==> src/rtl/mem_ctrl_pkg.sv <==
// Shared types and widths for the mem_ctrl SRAM controller.
// The HIT state exists only when MEM_CTRL_PREFETCH_EN is defined.
package mem_ctrl_pkg;
    localparam int ADDR_W = 16;
    localparam int DATA_W = 8;
    localparam int CNT_W  = 4;

`ifdef MEM_CTRL_PREFETCH_EN
    typedef enum logic [1:0] {ST_IDLE, ST_ACCESS, ST_DONE, ST_HIT} state_e;
`else
    typedef enum logic [1:0] {ST_IDLE, ST_ACCESS, ST_DONE} state_e;
`endif
endpackage

==> src/rtl/mem_ctrl_if.sv <==
// Core request bus and external SRAM pins of mem_ctrl, bundled as one interface.
// master = core/SRAM side, slave = the controller.
interface mem_ctrl_if;
    import mem_ctrl_pkg::*;

    logic              core_req;
    logic              core_rw;
    logic [ADDR_W-1:0] core_ad;
    logic [DATA_W-1:0] core_dout;
    logic [DATA_W-1:0] core_din;
    logic              core_rdy;
    logic              mem_ce_n;
    logic              mem_oe_n;
    logic              mem_we_n;
    logic [ADDR_W-1:0] mem_a;
    logic [DATA_W-1:0] mem_dq_o;
    logic [DATA_W-1:0] mem_dq_i;

    modport master (
        output core_req, core_rw, core_ad, core_dout, mem_dq_i,
        input  core_din, core_rdy, mem_ce_n, mem_oe_n, mem_we_n, mem_a, mem_dq_o
    );

    modport slave (
        input  core_req, core_rw, core_ad, core_dout, mem_dq_i,
        output core_din, core_rdy, mem_ce_n, mem_oe_n, mem_we_n, mem_a, mem_dq_o
    );
endinterface

==> src/rtl/mem_ctrl_prefetch.sv <==
// One-byte sequential prefetch buffer (data, address tag, valid, comparator).
// Only built when MEM_CTRL_PREFETCH_EN is defined.
`ifdef MEM_CTRL_PREFETCH_EN
module mem_ctrl_prefetch
    import mem_ctrl_pkg::*;
(
    input  logic              clk,
    input  logic              rst_n,
    input  logic              load_i,
    input  logic [ADDR_W-1:0] load_addr_i,
    input  logic [DATA_W-1:0] load_data_i,
    input  logic              clr_i,
    input  logic [ADDR_W-1:0] lookup_addr_i,
    output logic              hit_o,
    output logic [DATA_W-1:0] data_o
);
    logic              valid_q;
    logic [ADDR_W-1:0] tag_q;
    logic [DATA_W-1:0] data_q;

    always_ff @(posedge clk or negedge rst_n) begin
        if (!rst_n) begin
            valid_q <= 1'b0;
            tag_q   <= '0;
            data_q  <= '0;
        end else if (clr_i) begin
            valid_q <= 1'b0;
        end else if (load_i) begin
            valid_q <= 1'b1;
            tag_q   <= load_addr_i;
            data_q  <= load_data_i;
        end
    end

    assign hit_o  = valid_q && (tag_q == lookup_addr_i);
    assign data_o = data_q;
endmodule
`endif

==> src/rtl/mem_ctrl.sv <==
// mem_ctrl: async SRAM controller, WAIT_STATES extra cycles per access, one-cycle rdy pulse.
// Define MEM_CTRL_PREFETCH_EN to add the sequential one-byte prefetch buffer.
module mem_ctrl
    import mem_ctrl_pkg::*;
#(
    parameter int WAIT_STATES = 1
) (
    input logic       clk,
    input logic       rst_n,
    mem_ctrl_if.slave bus
);
    state_e            state_q;
    logic [CNT_W-1:0]  cnt_q;
    logic [ADDR_W-1:0] addr_q;
    logic [DATA_W-1:0] wdata_q;
    logic [DATA_W-1:0] rdata_q;
    logic              rw_q;
    logic              rdy_q;
    logic              ce_n_q;
    logic              oe_n_q;
    logic              we_n_q;
    logic              open_st;
    logic              accept;
    logic              acc_done;

`ifdef MEM_CTRL_PREFETCH_EN
    logic              pf_act_q;
    logic              pf_pend_q;
    logic [ADDR_W-1:0] pf_addr_q;
    logic              pf_hit;
    logic              hit_go;
    logic              pf_start;
    logic [DATA_W-1:0] pf_data;

    mem_ctrl_prefetch u_prefetch (
        .clk           (clk),
        .rst_n         (rst_n),
        .load_i        (acc_done && pf_act_q),
        .load_addr_i   (addr_q),
        .load_data_i   (bus.mem_dq_i),
        .clr_i         (accept && !bus.core_rw),
        .lookup_addr_i (bus.core_ad),
        .hit_o         (pf_hit),
        .data_o        (pf_data)
    );

    assign open_st  = (state_q == ST_IDLE) || (state_q == ST_DONE) || (state_q == ST_HIT);
    assign hit_go   = open_st && bus.core_req && bus.core_rw && pf_hit;
    assign pf_start = (state_q == ST_IDLE) && !bus.core_req && pf_pend_q;
    assign accept   = open_st && bus.core_req && !hit_go;
`else
    assign open_st  = (state_q == ST_IDLE) || (state_q == ST_DONE);
    assign accept   = open_st && bus.core_req;
`endif
    assign acc_done = (state_q == ST_ACCESS) && (cnt_q == '0);

    always_ff @(posedge clk or negedge rst_n) begin
        if (!rst_n) begin
            state_q <= ST_IDLE;
            cnt_q   <= '0;
            addr_q  <= '0;
            wdata_q <= '0;
            rdata_q <= '0;
            rw_q    <= 1'b0;
            rdy_q   <= 1'b0;
            ce_n_q  <= 1'b1;
            oe_n_q  <= 1'b1;
            we_n_q  <= 1'b1;
`ifdef MEM_CTRL_PREFETCH_EN
            pf_act_q  <= 1'b0;
            pf_pend_q <= 1'b0;
            pf_addr_q <= '0;
`endif
        end else begin
            rdy_q <= 1'b0;
            if (accept) begin
                state_q <= ST_ACCESS;
                cnt_q   <= CNT_W'(WAIT_STATES);
                addr_q  <= bus.core_ad;
                rw_q    <= bus.core_rw;
                wdata_q <= bus.core_dout;
                ce_n_q  <= 1'b0;
                oe_n_q  <= !bus.core_rw;
                we_n_q  <= bus.core_rw;
`ifdef MEM_CTRL_PREFETCH_EN
                if (!bus.core_rw) pf_pend_q <= 1'b0;
            end else if (hit_go) begin
                state_q   <= ST_HIT;
                rdy_q     <= 1'b1;
                rdata_q   <= pf_data;
                pf_pend_q <= 1'b1;
                pf_addr_q <= bus.core_ad + ADDR_W'(1);
            end else if (pf_start) begin
                // Prefetch reuses the normal read timing but never reports to the core.
                state_q   <= ST_ACCESS;
                cnt_q     <= CNT_W'(WAIT_STATES);
                addr_q    <= pf_addr_q;
                rw_q      <= 1'b1;
                ce_n_q    <= 1'b0;
                oe_n_q    <= 1'b0;
                we_n_q    <= 1'b1;
                pf_act_q  <= 1'b1;
                pf_pend_q <= 1'b0;
`endif
            end else if (acc_done) begin
                ce_n_q <= 1'b1;
                oe_n_q <= 1'b1;
                we_n_q <= 1'b1;
`ifdef MEM_CTRL_PREFETCH_EN
                if (pf_act_q) begin
                    state_q  <= ST_IDLE;
                    pf_act_q <= 1'b0;
                end else
`endif
                begin
                    state_q <= ST_DONE;
                    rdy_q   <= 1'b1;
                    if (rw_q) rdata_q <= bus.mem_dq_i;
`ifdef MEM_CTRL_PREFETCH_EN
                    if (rw_q) begin
                        pf_pend_q <= 1'b1;
                        pf_addr_q <= addr_q + ADDR_W'(1);
                    end
`endif
                end
            end else if (state_q == ST_ACCESS) begin
                cnt_q <= cnt_q - CNT_W'(1);
            end else begin
                state_q <= ST_IDLE;
            end
        end
    end

    assign bus.core_din = rdata_q;
    assign bus.core_rdy = rdy_q;
    assign bus.mem_ce_n = ce_n_q;
    assign bus.mem_oe_n = oe_n_q;
    assign bus.mem_we_n = we_n_q;
    assign bus.mem_a    = addr_q;
    assign bus.mem_dq_o = wdata_q;
endmodule

==> src/flat_wrapper.sv <==
// flat-port wrapper written by rule: the top's interface ports become plain ports
module mem_ctrl_flat import mem_ctrl_pkg::*;
#(
    parameter int WAIT_STATES = 1
)
  (clk, rst_n, bus_core_req, bus_core_rw, bus_core_ad, bus_core_dout, bus_mem_dq_i, bus_core_din, bus_core_rdy, bus_mem_ce_n, bus_mem_oe_n, bus_mem_we_n, bus_mem_a, bus_mem_dq_o);
  mem_ctrl_if bus_i ();
  input logic clk;
  input logic rst_n;
  input wire logic [$bits(bus_i.core_req)-1:0] bus_core_req;
  input wire logic [$bits(bus_i.core_rw)-1:0] bus_core_rw;
  input wire logic [$bits(bus_i.core_ad)-1:0] bus_core_ad;
  input wire logic [$bits(bus_i.core_dout)-1:0] bus_core_dout;
  input wire logic [$bits(bus_i.mem_dq_i)-1:0] bus_mem_dq_i;
  output wire logic [$bits(bus_i.core_din)-1:0] bus_core_din;
  output wire logic [$bits(bus_i.core_rdy)-1:0] bus_core_rdy;
  output wire logic [$bits(bus_i.mem_ce_n)-1:0] bus_mem_ce_n;
  output wire logic [$bits(bus_i.mem_oe_n)-1:0] bus_mem_oe_n;
  output wire logic [$bits(bus_i.mem_we_n)-1:0] bus_mem_we_n;
  output wire logic [$bits(bus_i.mem_a)-1:0] bus_mem_a;
  output wire logic [$bits(bus_i.mem_dq_o)-1:0] bus_mem_dq_o;
  assign bus_i.core_req = bus_core_req;
  assign bus_i.core_rw = bus_core_rw;
  assign bus_i.core_ad = bus_core_ad;
  assign bus_i.core_dout = bus_core_dout;
  assign bus_i.mem_dq_i = bus_mem_dq_i;
  assign bus_core_din = bus_i.core_din;
  assign bus_core_rdy = bus_i.core_rdy;
  assign bus_mem_ce_n = bus_i.mem_ce_n;
  assign bus_mem_oe_n = bus_i.mem_oe_n;
  assign bus_mem_we_n = bus_i.mem_we_n;
  assign bus_mem_a = bus_i.mem_a;
  assign bus_mem_dq_o = bus_i.mem_dq_o;
  mem_ctrl #(.WAIT_STATES(WAIT_STATES)) u_core (.clk(clk), .rst_n(rst_n), .bus(bus_i));
endmodule
==> config.mk <==
export PLATFORM = sky130hd
export DESIGN_NAME = mem_ctrl_flat
export DESIGN_NICKNAME = d
export VERILOG_FILES = /design/src/rtl/mem_ctrl_pkg.sv /design/src/rtl/mem_ctrl_if.sv /design/src/rtl/mem_ctrl_prefetch.sv /design/src/rtl/mem_ctrl.sv /design/src/flat_wrapper.sv
export SDC_FILE = /design/constraint.sdc
export NUM_CORES = 1
export LEC_CHECK = 0
export ABC_AREA = 0
export CELL_PAD_IN_SITES_DETAIL_PLACEMENT = 0
export CELL_PAD_IN_SITES_GLOBAL_PLACEMENT = 2
export CORE_MARGIN = 5
export CORE_UTILIZATION = 25
export DETAILED_ROUTE_END_ITERATION = 16
export PLACE_DENSITY_LB_ADDON = 0.3
export REMOVE_ABC_BUFFERS = 1
export SYNTH_ARGS = -nofsm -noshare
export SYNTH_HDL_FRONTEND = slang
export SYNTH_HIERARCHICAL = 1
export SYNTH_SLANG_ARGS = --single-unit
export TNS_END_PERCENT = 1
==> constraint.sdc <==
create_clock -name clk -period 2.2 [get_ports clk]
set_input_delay 0.66 -clock clk [delete_from_list [all_inputs] [get_ports clk]]
set_output_delay 0.66 -clock clk [all_outputs]
set_load 0.005 [all_outputs]
Yosys cells after proc, flatten, opt, wreduce, memory -nomap -nowiden

Cells that the tools add are included.
W data, S select, Z words.

Register bits: 43
Output and inout bits: 36

Add/sub/neg operators: 1
Eq/ne operators: 4
Mux-type cells: 12
Bitwise operators: 1
Reductions and logical operators: 10

Operators with widths:

| cell                  | number |
|---|---|
| $mux W4               | 3 |
| $mux W1               | 6 |
| $mux W2               | 3 |
| $logic_not A4 Y1      | 1 |
| $reduce_bool A2 Y1    | 2 |
| $sub A4 B1 Y4 const B | 1 |
| $ne A3 B1 Y1 const B  | 1 |
| $reduce_and A3 Y1     | 1 |
| $eq A2 B1 Y1 const B  | 1 |
| $eq A2 B2 Y1 const B  | 1 |
| $logic_and A1 B1 Y1   | 2 |
| $logic_not A2 Y1      | 1 |
| $ne A2 B1 Y1 const B  | 1 |
| $reduce_and A2 Y1     | 1 |
| $logic_not A1 Y1      | 1 |
| $logic_or A1 B1 Y1    | 1 |
| $not A1 Y1            | 1 |

Depth between registers and ports, before layout

Word-level depth: 5
Gate-level depth with buffers: 6

Worst setup path before layout

OpenSTA, ideal clock, no wires.

Path kind: reg-to-reg
Start: register u_core.cnt_q[0]
End: register u_core.rdata_q[0], in the netlist u_core/bus.core_din[0]
Arrival time: 1538 ps
Data required time: 2075 ps
Slack: 537 ps
Cell stages (with the launch flop): 7
Buffers on the path: 1
Cell sequence: dfrtp_1 -> inv_1 -> ha_1 -> nand2b_1 -> or4_4 -> buf_6 -> mux2_4

Cells in the longest elaborated chain, start to end: 3

RTL lines:

| element                     | line            | source |
|---|---|---|
| start, declared             | mem_ctrl.sv:13  | `logic [CNT_W-1:0] cnt_q;` |
| start signal, assigned      | mem_ctrl.sv:78  | `cnt_q <= CNT_W'(WAIT_STATES);` |
| start signal, assigned      | mem_ctrl.sv:127 | `cnt_q <= cnt_q - CNT_W'(1);` |
| $logic_not A4 Y1            | mem_ctrl.sv:55  | `assign acc_done = (state_q == ST_ACCESS) && (cnt_q == '0);` |
| $logic_and A1 B1 Y1         | mem_ctrl.sv:55  |  |
| $reduce_and A3 Y1 (no line) | n/a             |  |
| end signal, assigned        | mem_ctrl.sv:118 | `if (rw_q) rdata_q <= bus.mem_dq_i;` |
| end, declared               | mem_ctrl.sv:16  | `logic [DATA_W-1:0] rdata_q;` |

Every way passes these cells.
A chain may end at the register's enable or synchronous reset.

Final worst setup path

Start: register u_core.we_n_q, in the netlist u_core/bus.mem_we_n
End: output port bus_mem_we_n

RTL lines:

| element                | line               | source |
|---|---|---|
| start, declared        | mem_ctrl.sv:21     | `logic we_n_q;` |
| start signal, assigned | mem_ctrl.sv:84     | `we_n_q <= bus.core_rw;` |
| end, declared          | flat_wrapper.sv:19 | `output wire logic [$bits(bus_i.mem_we_n)-1:0] bus_mem_we_n;` |

No word-level cell between the ends.

==> results by group <==
Finish
  • Antenna Cells: 0
  • Nets: 274
  • Layout Cells excl Fill: 318
  • Design Area, Final: 2640 µm²
  • Layout area overhead: 53.5%
  • Layout cells sized above 1: 11.3%

CTS
  • Clock Tree Root: clkbuf_8
  • Max clock buf depth: 2
  • Clk_lat worst skew: 0.30 ns
  • Num CTS Buffers: 5
  • Post_cts resized: 0
  • Hold-fix buffers, CTS: 0
  • H-Tree Depth: 2
  • Num Clock Sinks: 43
  • CTS tree: done
  • Setup Buffers After CTS: 0
  • Clock transition at path regs: 0.09 ns

Critical path
  • Critical Path End Type: output port
  • CP required: 1.54 ns
  • CP max stage cell: dfstp_2
  • Startpoint types: flop
  • Worst EP arrival: 1.35 ns
  • CP Cell Sequence: clkdlybuf4s50_1
  • WS Path Type: reg2out
  • Crit-path max FO: 2
  • Buf+Inv Stages, Crit Path: 1
  • Crit-path max cell delay: 0.54 ns
  • Delay-heaviest family, CP: flip-flops

Floorplanning
  • Die area: 8640 µm²
  • Die X: 92.9 µm
  • # IOs: 72
  • Core Area: 6760 µm²
  • Die Y: 92.9 µm
  • Initial core utilization: 25.4%
  • Row count: 30

Timing
  • Final min period: about 2.0 ns
  • Fin. Hold Viols: 0
  • Worst Tran Pin Value: 0.495 ns
  • Final hold slack: 0.316 ns
  • Period Utilization, post-route: 91.5%
  • TNS Setup: 0 ns
  • RSZ-0062 raised after global routing: false
  • Fmax: 0.497 GHz
  • Clock skew: 0.00552 ns
  • Final Slew Violations: 0
  • Slew margin rel.: 67.0%
  • Setup violators final: 0

Global routing
  • Grt total ovfl: 0
  • Initial antenna violation count: 0
  • Vias in the first global route: 1400
  • First-pass GRT wire length: 7110 µm
  • Gr usage total: approximately a tenth
  • Largest net degree at the start of global routing: 29

Placement
  • Detailed placer's ending HPWL: 2950 µm
  • IO Port Bufs: 71
  • Dpl cells: 310
  • Final GP Congestion: just under 0.7
  • Placed Area: 2550 µm²

Logic synthesis
  • Most common cell in the netlist: nand2_1
  • Synth Instances: approximately 160
  • Fraction of post-synthesis cell area in the top cell type by area: 58.2%
  • Netlist cell types: 24
  • Sequential fraction of the synthesis area: roughly 63%
  • Total of warnings raised by yosys: 6
  • Synth async-reset ratio: 100%
  • Ys flop type: dfrtp_1
  • Cell type with the largest total area after synthesis: dfrtp_1
  • Flops & latches, synth: 43
  • Top post-synthesis cells by area: dfrtp_1 (58%), nand2_1 (17%), mux2_4 (7.0%), dfstp_2 (4.6%), mux2i_1 (1.7%)
  • Post-Syn Area: between 1500 and 2000 µm²
  • Top post-synthesis cells by count: nand2_1 (76), dfrtp_1 (40), mux2_4 (8)
  • Post-synth EDFFs: 0
  • Syn avg cell area: 10.6 µm²

Routing
  • Detailed-route via count: 1301
  • Routed vias/inst: 4.09
  • Pre-antenna DRT Iters: 2
  • DRC Markers: 0
  • Initial DRC Count: 77
  • Routed len/inst: 13.2 µm
  • Post-route ant nets: 0
  • Routed wire length: 4210 µm

Power and ir drop
  • Maximum VDD drop: 388 µV
  • LEAKAGE: 0.00126 µW
  • Power density cells: 1310 nW/µm²

Status
  • Status: finished clean

Flow run
  • Max Cap Violations: 0

Min path
  • HP Class: in2async
## per-layer routing
metal | routed length, µm | part of all wire, % | vias up | track usage, %
met4 | 38 | 0.90 | 0 | 2.20
li1 | - | - | 656 | -
met1 | 2070 | 49 | 581 | 14.0
met3 | 517 | 12 | 6 | 6.58
met2 | 1580 | 37 | 58 | 14.3
met5 | 0 | 0 | - | 0
## sequential cells by signal (all words and copies together), names as in the netlist
register	count
u_core/cnt_q	4
u_core/bus.core_rdy	1
u_core/bus.mem_dq_o	8
u_core/bus.mem_oe_n	1
u_core/state_q	2
u_core/bus.mem_a	16
u_core/bus.core_din	8
u_core/bus.mem_ce_n	1
u_core/bus.mem_we_n	1
u_core/rw_q	1
## cell type report
cell class	instances	area (µm²)
Tap cell	80	100
Inverter	3	11.3
Timing Repair Buffer	75	761
Sequential cell	43	1080
Clock buffer	5	68.8
Clock inverter	3	23.8
Fill cell	682	4120
Multi-Input combinational cell	109	594
## logic make-up (layout without fill, tap and decap cells)
kind of cell | after synthesis | in the layout | synth area share [%]
and+or+nand+nor | 90 | 90 | 21.8
DFF | 43 | 43 | 62.8
muxes | 12 | 12 | 9.39
buffers and inverters | 10 | 86 | 2.62
AOI/OAI and AO/OA | 6 | 6 | 2.69
adders and majority gates | 1 | 1 | 0.728
## path summary, 6_finish.rpt
path	slack [ns]	start	depth (start not counted)	end
max	0.19	u_core/bus.mem_we_n	1	bus_mem_we_n
min	0.32	rst_n	1	u_core/bus.core_din[4]
max reg2reg	0.44	u_core/cnt_q[0]	5	u_core/bus.core_din[2]
min reg2reg	0.48	u_core/bus.mem_a[9]	2	u_core/bus.mem_a[9]
max in group asynchronous	1.39	rst_n	2	u_core/bus.mem_a[10]
min in group clk	0.48	u_core/bus.mem_a[9]	2	u_core/bus.mem_a[9]
## per-stage QoR
stage	setup WS (ns)	power [µW]	util, %
after global routing	0.136	3770	39.1
after floorplan	0.566	2050	-
after detailed placement	0.381	2980	37.7
after global placement	0.390	2980	37.7
final	0.186	3460	39.1
after CTS	0.166	3540	39.1
## where the power goes
| group | switching [µW] | leakage (µW) | internal (µW) |
|---|---|---|---|
| sequential | 221 | 0.000523 | 1190 |
| clock | 296 | 0.0000408 | 227 |
| combinational | 567 | 0.000693 | 966 |
| total | 1080 | 0.00126 | 2380 |
## cell usage in the layout, fill, tap and decap left out, types with 2 or more instances in the layout
cell and n:
nand2_1 76, clkbuf_8 5, dfstp_2 3, inv_1 3
buf_4 2, mux2_4 8, nor2_1 2, o31a_1 2
nor3_1 2, dfrtp_1 40, buf_12 2, clkinvlp_4 2
mux2i_1 3, clkdlybuf4s50_1 70, nand2b_1 4, nor2b_1 2
Power figures use the tool's default switching activity.
